===== src/rtl/reg_file_wb_arbiter.sv =====
// Round-robin arbiter for the reg_file write port, plus a pending-write scoreboard for issue.
// Latency: a grant registers the write one cycle later; busy clears on the commit edge.
// Backpressure: none downstream; exactly one requester is granted whenever any is valid.
module reg_file_wb_arbiter #(
    parameter int NUM_REQ = 3,
    parameter int ADDR_W  = 5,
    parameter int DATA_W  = 32
) (
    input  logic                      clk_i,
    input  logic                      rst_ni,
    input  logic [NUM_REQ-1:0]        req_valid_i,
    output logic [NUM_REQ-1:0]        req_ready_o,
    input  logic [NUM_REQ*ADDR_W-1:0] req_addr_i,
    input  logic [NUM_REQ*DATA_W-1:0] req_data_i,
    input  logic                      rsv_en_i,
    input  logic [ADDR_W-1:0]         rsv_addr_i,
    input  logic [ADDR_W-1:0]         chk1_addr_i,
    input  logic [ADDR_W-1:0]         chk2_addr_i,
    output logic                      chk1_busy_o,
    output logic                      chk2_busy_o,
    output logic                      rg_write_en_o,
    output logic [ADDR_W-1:0]         rg_des_addr_o,
    output logic [DATA_W-1:0]         rg_des_data_o
);

    localparam int PTR_W = $clog2(NUM_REQ);
    localparam int NREG  = 1 << ADDR_W;

    logic [PTR_W-1:0]  ptr_q, ptr_d;
    logic              wr_en_q, wr_en_d;
    logic [ADDR_W-1:0] des_addr_q, des_addr_d;
    logic [DATA_W-1:0] des_data_q, des_data_d;
    logic [NREG-1:0]   busy_q, busy_d;

    logic [ADDR_W-1:0] addr_arr [NUM_REQ];
    logic [DATA_W-1:0] data_arr [NUM_REQ];

    logic              hi_any, lo_any, xfer;
    logic [PTR_W-1:0]  hi_idx, lo_idx, grant_idx;

    always_comb begin
        for (int i = 0; i < NUM_REQ; i++) begin
            addr_arr[i] = req_addr_i[i*ADDR_W +: ADDR_W];
            data_arr[i] = req_data_i[i*DATA_W +: DATA_W];
        end
    end

    // Lowest valid index at/after ptr wins; otherwise wrap to the lowest valid index overall.
    always_comb begin
        hi_any = 1'b0;
        hi_idx = '0;
        lo_any = 1'b0;
        lo_idx = '0;
        for (int i = NUM_REQ - 1; i >= 0; i--) begin
            if (req_valid_i[i]) begin
                lo_any = 1'b1;
                lo_idx = PTR_W'(i);
                if (PTR_W'(i) >= ptr_q) begin
                    hi_any = 1'b1;
                    hi_idx = PTR_W'(i);
                end
            end
        end
        grant_idx = hi_any ? hi_idx : lo_idx;
        xfer      = lo_any;
    end

    always_comb begin
        req_ready_o = '0;
        if (xfer) begin
            req_ready_o[grant_idx] = 1'b1;
        end
    end

    always_comb begin
        ptr_d      = ptr_q;
        wr_en_d    = 1'b0;
        des_addr_d = des_addr_q;
        des_data_d = des_data_q;
        if (xfer) begin
            ptr_d      = (grant_idx == PTR_W'(NUM_REQ - 1)) ? '0 : grant_idx + 1'b1;
            des_addr_d = addr_arr[grant_idx];
            des_data_d = data_arr[grant_idx];
            wr_en_d    = (addr_arr[grant_idx] != '0);
        end
    end

    // Set is applied after clear so a fresh reservation survives a commit to the same register.
    always_comb begin
        busy_d = busy_q;
        if (wr_en_q) begin
            busy_d[des_addr_q] = 1'b0;
        end
        if (rsv_en_i && (rsv_addr_i != '0)) begin
            busy_d[rsv_addr_i] = 1'b1;
        end
        busy_d[0] = 1'b0;
    end

    always_ff @(posedge clk_i or negedge rst_ni) begin
        if (!rst_ni) begin
            ptr_q      <= '0;
            wr_en_q    <= 1'b0;
            des_addr_q <= '0;
            des_data_q <= '0;
            busy_q     <= '0;
        end else begin
            ptr_q      <= ptr_d;
            wr_en_q    <= wr_en_d;
            des_addr_q <= des_addr_d;
            des_data_q <= des_data_d;
            busy_q     <= busy_d;
        end
    end

    assign chk1_busy_o   = busy_q[chk1_addr_i];
    assign chk2_busy_o   = busy_q[chk2_addr_i];
    assign rg_write_en_o = wr_en_q;
    assign rg_des_addr_o = des_addr_q;
    assign rg_des_data_o = des_data_q;

endmodule


===== config.mk =====
export PLATFORM = sky130hd
export DESIGN_NAME = reg_file_wb_arbiter
export DESIGN_NICKNAME = d
export VERILOG_FILES = /design/src/rtl/reg_file_wb_arbiter.sv
export SDC_FILE = /design/constraint.sdc
export NUM_CORES = 1
export LEC_CHECK = 0
export BUFFER_PORTS_ARGS = -buffer_cell sky130_fd_sc_hd__buf_2
export CORE_MARGIN = 3
export CORE_UTILIZATION = 42
export DETAILED_ROUTE_END_ITERATION = 16
export PLACE_DENSITY_LB_ADDON = 0.25
export SKIP_LAST_GASP = 1
export SLEW_MARGIN = 5
export SYNTH_ARGS = -nofsm -noshare
export SYNTH_HDL_FRONTEND = slang
export SYNTH_SLANG_ARGS = --single-unit

===== constraint.sdc =====
create_clock -name clk_i -period 2.37 [get_ports clk_i]
set_input_delay 0.474 -clock clk_i [delete_from_list [all_inputs] [get_ports clk_i]]
set_output_delay 0.474 -clock clk_i [all_outputs]
set_load 0.02 [all_outputs]

==> results.yml <==
die:
  num_rows: 33
  core_sq_um: 8380
  start_util_pct: 43.9
  dieArea_sq_um: 9930
  io_pins: 175
  die_w_um: 99.6
  die_h_um: 99.6
placed_design:
  gp_congestion: 0.915
  post_dp_cell_area_sq_um: 4740
  portBuffers: 174
  post-dp-hpwl_um: 8850
sta:
  setup_slack_ns: -0.235
  maxSlewHeadroom_pct: 72.0
  hold_viol_final: 0
  fin_worst_skew_ns: 0.00981
  finalMaxSlewViolations: 0
  setup_tns_ns: -0.454
  rsz0062_at_grt: "yes"
  worstMarginPinSlew_ns: 0.418
  fmax_mhz: 384
  setup_viol: 2
  fin_crit_ns: 2.61
  fin_crit_sh_pct: 110
run_status:
  violations: "negative setup slack"
  status: "complete, but fails checks"
pwr:
  clockPowerShare_pct: 24.6
  p_int_mw: 3.00
  p_comb_share_pct: 32.3
  powerDensity_nw_per_um2: 903
  power_mw: 4.51
  switchingPower_mw: 1.50
  swShare_pct: 33.4
  seqPwrFrac_pct: 43.1
  p_leak_nw: 2.34
  vdd.ir_drop.worst_mv: 0.314
route:
  wire_per_inst_um: 18.3
  vias_per_cell: 5.86
  vias: 3743
  drt_iter0_markers: 265
  wl_um: 11700
  final_antenna_net_count: 0
  route.detailed.drc: 0
  dr.pass1.iters: 8
worst_setup_path:
  critPathKind: "flop to output port"
  crit_top_cell: "mux4_2"
  slowest_delay_ns: 0.50
  crit_fanout: 3
  cp-end-kind: "output port"
  cp.arrival_ns: 2.13
  cpMaxStageDelayCell: "mux4_2"
  cp.required_ns: 1.90
  cp-start-kind: "flop"
  crit_chain: "mux4_2, mux4_2, mux2_4, buf_6"
layout:
  n_fill_cell: 738
  nNetsFinal: 662
  final_util_pct: 59.5
  final_layout_size_suffix_gt1_share_pct: 44.0
  fin_area_sq_um: 4990
  area_delta_synth_final_pct: 35.5
  diodes: 0
global_routing:
  grt-busiest-layer: "met2"
  grtUsageMet3_pct: 5.40
  grt_use_total_pct: 24.4
  grt_use_met2_pct: 41.3
  grt_pass1_wl_um: 19100
  antenna_found_initial: 0
  use_met1_pct: 29.8
  grt_max_degree: 72
  gr-total-overflow: 0
  grt_pass1_vias: 3943
logic_synthesis:
  synth_ff_type: "dfrtp_1"
  syn-num-nets: 486
  ys_ff_latch: 71
  seq_area_frac_synth_pct: 48.3
  ys_top_cells_by_area: "dfrtp_1 (48%), mux4_2 (11%), o21ai_0 (9.5%)"
  ys_types: 32
  netlist_instances: 354
  syn_area_per_cell_sq_um: 10.4
  synthTopCellsByCount: "dfrtp_1 (71), o21ai_0 (70), nand2_1 (52)"
  ys_warn_count: 0
  synth_top_area_share_pct: 48.3
  yosysMostFrequentCell: "dfrtp_1"
  yosysTopAreaCell: "dfrtp_1"
  synth-edff-count: 0
  synthesis.area_sq_um: 3680
  async_flop_share_pct: 100
clock_tree:
  cts_tree: "yes"
  cts_root_buffer: "clkbuf_8"
  cts_buffers: 9
  clk_pin_slew_ns: 0.07
  cts_hold_buf: 0
  post_cts_buffers: 0
  h-tree-depth: 3
  cts.path.max_buffers: 2
  clock_sinks: 71
  clk-insertion-delay-late_ns: 0.34
min_path:
  hold_class: "primary input to asynchronous set/reset pin"
run:
  max_cap_violations: 0
-- cells by family (layout without fill, tap and decap cells) --
group	after synthesis	in the layout	synth area share, %
compound gates	136	136	23.8
buf+inv	27	207	2.99
flops	71	71	48.2
mux	23	23	12.5
simple gates	97	97	12.4
-- flip-flops by register name, summed over array words and instances, names as in the netlist --
register and cells:
ptr_q 2, rg_write_en_o 1, rg_des_data_o 32, rg_des_addr_o 5, busy_q 31
-- power groups by stage --
| stage | clock, mW | sequential, mW | combinational [mW] |
|---|---|---|---|
| finish | 1.11 | 1.94 | 1.45 |
| global route | 1.18 | 1.98 | 1.60 |
| CTS | 1.13 | 1.93 | 1.46 |
| detailed placement | 0 | 1.93 | 1.42 |
| global placement | 0 | 1.91 | 1.38 |
| floorplan | 0 | 1.92 | 0.848 |
-- routing by layer --
| metal | part of all wire [%] | vias up |
|---|---|---|
| met1 | 38 | 1792 |
| li1 | - | 1714 |
| met5 | 0 | - |
| met4 | 2.9 | 0 |
| met3 | 8.4 | 33 |
| met2 | 51 | 204 |
-- final cells by class --
type	count	area (sq um)	share of cell area [%]
Sequential cell	71	1780	35.6
Timing Repair Buffer	189	1010	20.3
Clock inverter	3	65.1	1.30
Multi-Input combinational cell	256	1830	36.6
Tap cell	105	131	2.63
Clock buffer	12	165	3.31
Inverter	3	11.3	0.226
-- through the flow --
step / setup WS (ns) / std cells / hold WS, ns
3_3_place_gp: -0.257 / 624 / 0.483
3_5_place_dp: -0.295 / 624 / 0.481
2_1_floorplan: 0.0363 / 354 / 0.178
5_1_grt: -0.280 / 639 / 0.168
4_1_cts: -0.239 / 639 / 0.164
6_report: -0.235 / 639 / 0.151
-- timing repair --
| action | CTS | global route |
|---|---|---|
| gates resized for setup | 6 | 0 |
| pin swaps | 0 | 0 |
| setup endpoints to repair | 2 | 2 |
-- worst max-delay path: cells and delay by family (launching register included) --
family,cells,cell delay (ns)
multiplexers,3,1.24
flip-flops,1,0.42
buffers and inverters,1,0.13
-- final timing paths --
| path | startpoint | to | slack, ns | cells past startpoint |
|---|---|---|---|---|
| setup reg to reg | ptr_q[0] | rg_write_en_o | 0.44 | 7 |
| max in group asynchronous | rst_ni | rg_des_data_o[27] | 1.91 | 2 |
| min in group clk_i | req_data_i[3] | rg_des_data_o[3] | 0.33 | 3 |
| hold reg to reg | rg_des_data_o[8] | rg_des_data_o[8] | 0.49 | 2 |
| setup / recovery | busy_q[11] | chk1_busy_o | -0.24 | 4 |
| hold / removal | rst_ni | busy_q[1] | 0.15 | 2 |
-- placed cells by master, fill, tap and decap left out, types with 2 or more instances in the layout --
master / instances
clkbuf_8: 12
nand3_1: 4
a222oi_1: 18
a22o_1: 4
a31oi_1: 8
buf_6: 2
inv_1: 2
or3_1: 3
mux2_2: 3
bufinv_16: 2
mux2_4: 2
o21a_1: 2
nand3b_1: 11
nand2b_1: 2
a21oi_1: 7
o21ai_0: 70
a21o_1: 2
mux4_2: 18
buf_2: 170
or3b_2: 5
nand2_1: 52
dfrtp_1: 71
nor2_1: 15
buf_4: 16
a22oi_1: 20
No activity file was read; power rests on OpenSTA's default activity.
